### src/rtl/len_counter_if.sv
// Control/status bundle between a voice controller and its len_counter.
// Parameter: WIDTH - counter/limit/load width in bits.
// Signals:
//   clr      controller -> counter  sync clear to the counter's reset value
//   load     controller -> counter  sync load of load_val
//   load_val controller -> counter  value taken on load
//   en       controller -> counter  count enable
//   limit    controller -> counter  terminal value
//   count    counter -> controller  current count (registered)
//   tc       counter -> controller  count == limit (combinational)
//   done     counter -> controller  1-cycle pulse, limit reached on previous edge
interface len_counter_if #(
    parameter int unsigned WIDTH = 8
);
    logic             clr;
    logic             load;
    logic [WIDTH-1:0] load_val;
    logic             en;
    logic [WIDTH-1:0] limit;
    logic [WIDTH-1:0] count;
    logic             tc;
    logic             done;

    // Voice controller side.
    modport master (
        output clr,
        output load,
        output load_val,
        output en,
        output limit,
        input  count,
        input  tc,
        input  done
    );

    // Counter side.
    modport slave (
        input  clr,
        input  load,
        input  load_val,
        input  en,
        input  limit,
        output count,
        output tc,
        output done
    );
endinterface

### src/rtl/len_counter.sv
// Note-length counter for one voice channel of the tone controller.
// Counts enabled clock cycles and flags when the count reaches a programmable limit.
// Parameters:
//   WIDTH    counter/limit/load width in bits
//   RST_VAL  value loaded into count by reset and by clr
// Ports:
//   clk      rising-edge clock
//   reset    asynchronous reset, active low
//   bus      len_counter_if slave: clr, load, load_val, en, limit in;
//            count, tc, done out
// Build option:
//   LEN_COUNTER_SAT_EN  defined: count holds at limit once reached (one-shot);
//                       undefined (default): count wraps to 0 after limit.
module len_counter #(
    parameter int unsigned      WIDTH   = 8,
    parameter logic [WIDTH-1:0] RST_VAL = '0
) (
    input  logic         clk,
    input  logic         reset,
    len_counter_if.slave bus
);

    logic [WIDTH-1:0] count_q;
    logic [WIDTH-1:0] count_d;
    logic             done_q;
    logic             done_d;
    logic [WIDTH-1:0] count_inc_c;
    logic             at_limit_c;

    assign count_inc_c = count_q + WIDTH'(1);
    assign at_limit_c  = (count_q == bus.limit);

    // Next state: clr > load > en > hold; done only ever set by an increment onto limit.
    always_comb begin
        count_d = count_q;
        done_d  = 1'b0;
        if (bus.clr) begin
            count_d = RST_VAL;
        end else if (bus.load) begin
            count_d = bus.load_val;
        end else if (bus.en) begin
            if (!at_limit_c) begin
                count_d = count_inc_c;
                done_d  = (count_inc_c == bus.limit);
            end else begin
`ifdef LEN_COUNTER_SAT_EN
                count_d = count_q;
`else
                count_d = '0;
`endif
            end
        end
    end

    // State registers.
    always_ff @(posedge clk or negedge reset) begin
        if (!reset) begin
            count_q <= RST_VAL;
            done_q  <= 1'b0;
        end else begin
            count_q <= count_d;
            done_q  <= done_d;
        end
    end

    assign bus.count = count_q;
    assign bus.tc    = at_limit_c;
    assign bus.done  = done_q;

endmodule

### src/flat_wrapper.sv
// flat-port wrapper written by rule: the top's interface ports become plain ports
module len_counter_flat 
#(
    parameter int unsigned      WIDTH   = 8,
    parameter logic [WIDTH-1:0] RST_VAL = '0
)
  (clk, reset, bus_clr, bus_load, bus_load_val, bus_en, bus_limit, bus_count, bus_tc, bus_done);
  len_counter_if #(.WIDTH(WIDTH)) bus_i ();
  input  logic clk;
  input  logic reset;
  input wire logic [$bits(bus_i.clr)-1:0] bus_clr;
  input wire logic [$bits(bus_i.load)-1:0] bus_load;
  input wire logic [$bits(bus_i.load_val)-1:0] bus_load_val;
  input wire logic [$bits(bus_i.en)-1:0] bus_en;
  input wire logic [$bits(bus_i.limit)-1:0] bus_limit;
  output wire logic [$bits(bus_i.count)-1:0] bus_count;
  output wire logic [$bits(bus_i.tc)-1:0] bus_tc;
  output wire logic [$bits(bus_i.done)-1:0] bus_done;
  assign bus_i.clr = bus_clr;
  assign bus_i.load = bus_load;
  assign bus_i.load_val = bus_load_val;
  assign bus_i.en = bus_en;
  assign bus_i.limit = bus_limit;
  assign bus_count = bus_i.count;
  assign bus_tc = bus_i.tc;
  assign bus_done = bus_i.done;
  len_counter #(.WIDTH(WIDTH), .RST_VAL(RST_VAL)) u_core (.clk(clk), .reset(reset), .bus(bus_i));
endmodule
### config.mk
export PLATFORM = sky130hd
export DESIGN_NAME = len_counter_flat
export DESIGN_NICKNAME = d
export VERILOG_FILES = /design/src/rtl/len_counter_if.sv /design/src/rtl/len_counter.sv /design/src/flat_wrapper.sv
export SDC_FILE = /design/constraint.sdc
export NUM_CORES = 1
export LEC_CHECK = 0
export CAP_MARGIN = 40
export CORE_ASPECT_RATIO = 1.4
export CORE_MARGIN = 1.5
export CORE_UTILIZATION = 29
export CTS_BUF_LIST = sky130_fd_sc_hd__clkbuf_2
export DETAILED_ROUTE_END_ITERATION = 10
export PLACE_DENSITY_LB_ADDON = 0.3
export SYNTH_ARGS = -nofsm -noshare
export SYNTH_HDL_FRONTEND = slang
export SYNTH_SLANG_ARGS = --single-unit
### constraint.sdc
create_clock -name clk -period 2.5 [get_ports clk]
set_clock_uncertainty 0.1 [all_clocks]
set_input_delay 0.25 -clock clk [delete_from_list [all_inputs] [get_ports clk]]
set_output_delay 0.25 -clock clk [all_outputs]
set_load 0.02 [all_outputs]
==> reports/metrics.cfg <==
[outcome]
status = complete, no violations

[placement]
port_buffers = 30
post_dp_cell_area_um2 = 1100
gp_congestion = 0.829
place_hpwl_um = 1770

[setup_path]
cp.required_ns = 2.15
critPathSlowestCell = clkdlybuf4s50_1
start_kind = primary input
endpoint_kind = output pin
crit_top_cell = clkdlybuf4s50_1
rr_startpoint = u_core.bus.count[0]
arrival_ns = 2.03
crit_start = bus_limit[2]
r2r_cells = 6
worstPathCellList = clkdlybuf4s50_1 -> xnor2_1 -> and4b_1 -> and2_4 -> clkdlybuf4s50_1
max_stage_delay_ns = 0.60
crit_type = primary input to output pin
critical_path.max_fanout = 4

[grt]
grt_pass1_vias = 807
overflow = 0
antenna_found_initial = 0
grt_max_degree = 11
track_usage_pct = 16.6
grt_pass1_wl_um = 3570

[clock_network]
clock_path_buffers = 2
cts_resized = 0
cts_hold_buf = 0
post_cts_buffers = 0
clockRootBuffer = clkbuf_2
cts-htree-levels = 1
cts_made_buffers = 3
clkTransAtPathRegs_ns = 0.09
cts_tree = built
clock_latency_ns = 0.24
clkSinkCount = 9

[finish]
fin_area_um2 = 1120
syn_to_final_growth_pct = 50.0
drive_gt1_share_pct = 10.2
nNetsFinal = 141
final_common_cell = clkdlybuf4s50_1
final_cell_mix = 30 x clkdlybuf4s50_1, 9 x xnor2_1, 9 x dfrtp_1
antennaDiodeCount = 0

[power_and_ir_drop]
p_leak_nw = 0.450
p_per_area_nw_per_um2 = 373
irDropWorstVdd_uv = 241

[yosys]
syn-cell-area_um2 = 746
avgSynthCellArea_um2 = 8.98
yosys_warnings = 0
synth_nets = 105
netlist_instances = 83
ys_ff_latch = 9
ys_seq_area_share_pct = 30.2
synth.distinct_cells = 37

[sta]
max_freq_mhz = 420
worst_pin_slew_ns = 0.642
hold_viol_final = 0
setup_violations = 0
max_slew_margin_pct = 57.1
period_minus_slack_ns = 2.38
rsz0062_at_grt = false
setup-tns-final_ns = 0
period_share_pct = 95.3
slew_violations = 0

[job]
max-cap-violations = 0

[floorplanning]
fp.dieH_um = 63
die_area_um2 = 2890
start_util_pct = 30.8
ios = 31
die_x_um = 45.9
core_area_um2 = 2420
row_count = 21

[detailed_routing]
vias = 828
postRouteAntennaNets = 0
drcViolationCount = 0
vias_per_cell = 5.45
initialDrtViolationCount = 30
drt_wl_total_um = 2280
drtPass1Iterations = 4
wl_per_cell_um = 15.0

[min_path]
hold_path.class = primary input to async pin

==> synth_stat cells <==
master     count  area (µm²)
and4b_1        2        20.0
ha_1           1        12.5
a31oi_1        1        6.26
nand2b_1       1        6.26
o2111ai_1      1        8.76
a21o_1         1        7.51
nor3_1         1        5.00
nand4b_1       1        8.76
a21oi_1        2        10.0
nor2b_1        1        6.26
nand3_1        4        20.0
nand2_1        5        18.8
buf_2          1        5.00
and3_1         2        12.5
a22oi_1        3        22.5
nor4_1         4        25.0
or4_1          1        7.51
a221o_1        5        50.1
o21ai_0        2        10.0
nor3b_1        1        7.51
or3_1          1        6.26
buf_6          1        11.3
buf_4          1        7.51
xor2_2         1        16.3
inv_1          4        15.0
o221ai_1       1        8.76
nor2_1         3        11.3
xor2_1         2        17.5
o31ai_1        4        30.0
dfrtp_1        9         225
or2_2          1        6.26
o31a_1         1        8.76
and2_4         1        8.76
xnor2_1        9        78.8
nand4_1        2        12.5
nand3b_1       1        7.51
buf_1          1        3.75
==> per-stage QoR <==
step,setup slack [ns],hold WS (ns),util [%],total power [W],instances
4_1_cts,0.144,0.210,46.3,0.000421,152
3_3_place_gp,0.198,0.480,45.4,0.000326,148
5_1_grt,0.0643,0.219,46.3,0.000445,152
6_report,0.117,0.209,46.3,0.000417,152
2_1_floorplan,0.621,-0.146,-,0.000246,83
3_5_place_dp,0.151,0.485,45.4,0.000327,148
==> cell families (layout without fill, tap and decap cells) <==
logic type / count (synthesis) / in the layout / synth area share [%]
XOR/XNOR: 12 / 12 / 15.1
flip-flops: 9 / 9 / 30.2
buffers and inverters: 8 / 43 / 5.70
adder cells (fa/ha/maj): 1 / 1 / 1.68
AO/OA/AOI/OAI: 21 / 21 / 21.8
AND/OR/NAND/NOR: 32 / 32 / 25.5
==> sequential cells by signal, summed over array words and instances, names as in the netlist <==
register	flops
u_core.bus.count	8
u_core.bus.done	1
==> layout make-up <==
type | count | area, µm²
Sequential cell | 9 | 225
Fill cell | 260 | 1300
Tap cell | 34 | 42.5
Multi-Input combinational cell | 66 | 478
Clock buffer | 4 | 20.0
Timing Repair Buffer | 35 | 338
Inverter | 4 | 15.0
==> critical path, delay by kind of cell <==
kind          cells  cell delay [ns]
buf+inv           2             1.08
simple gates      2             0.45
xor+xnor          1             0.26
==> final timing paths <==
| check | end | slack (ns) |
|---|---|---|
| max in group asynchronous | u_core.bus.count[5] | 1.79 |
| min reg2reg | u_core.bus.count[7] | 0.52 |
| max | bus_tc | 0.12 |
| max reg2reg | u_core.bus.done | 0.50 |
| min | u_core.bus.count[1] | 0.21 |
| min in group clk | u_core.bus.count[2] | 0.47 |
==> per-layer routing <==
metal / vias up / global-route usage, % / wire length (µm)
li1: 386 / - / -
met1: 400 / 17.5 / 812
met2: 32 / 27.8 / 1230
met3: 10 / 4.91 / 119
met4: 0 / 8.57 / 112
met5: - / 0 / 0
==> where the power goes <==
group | switching, W | total (W) | internal [W] | leakage, nW
clock network | 0.0000498 | 0.0000923 | 0.0000425 | 0.0166
logic | 0.0000716 | 0.000157 | 0.0000852 | 0.314
registers | 0.0000134 | 0.000168 | 0.000155 | 0.120
total | 0.000135 | 0.000417 | 0.000282 | 0.450
Power figures use the tool's default switching activity.
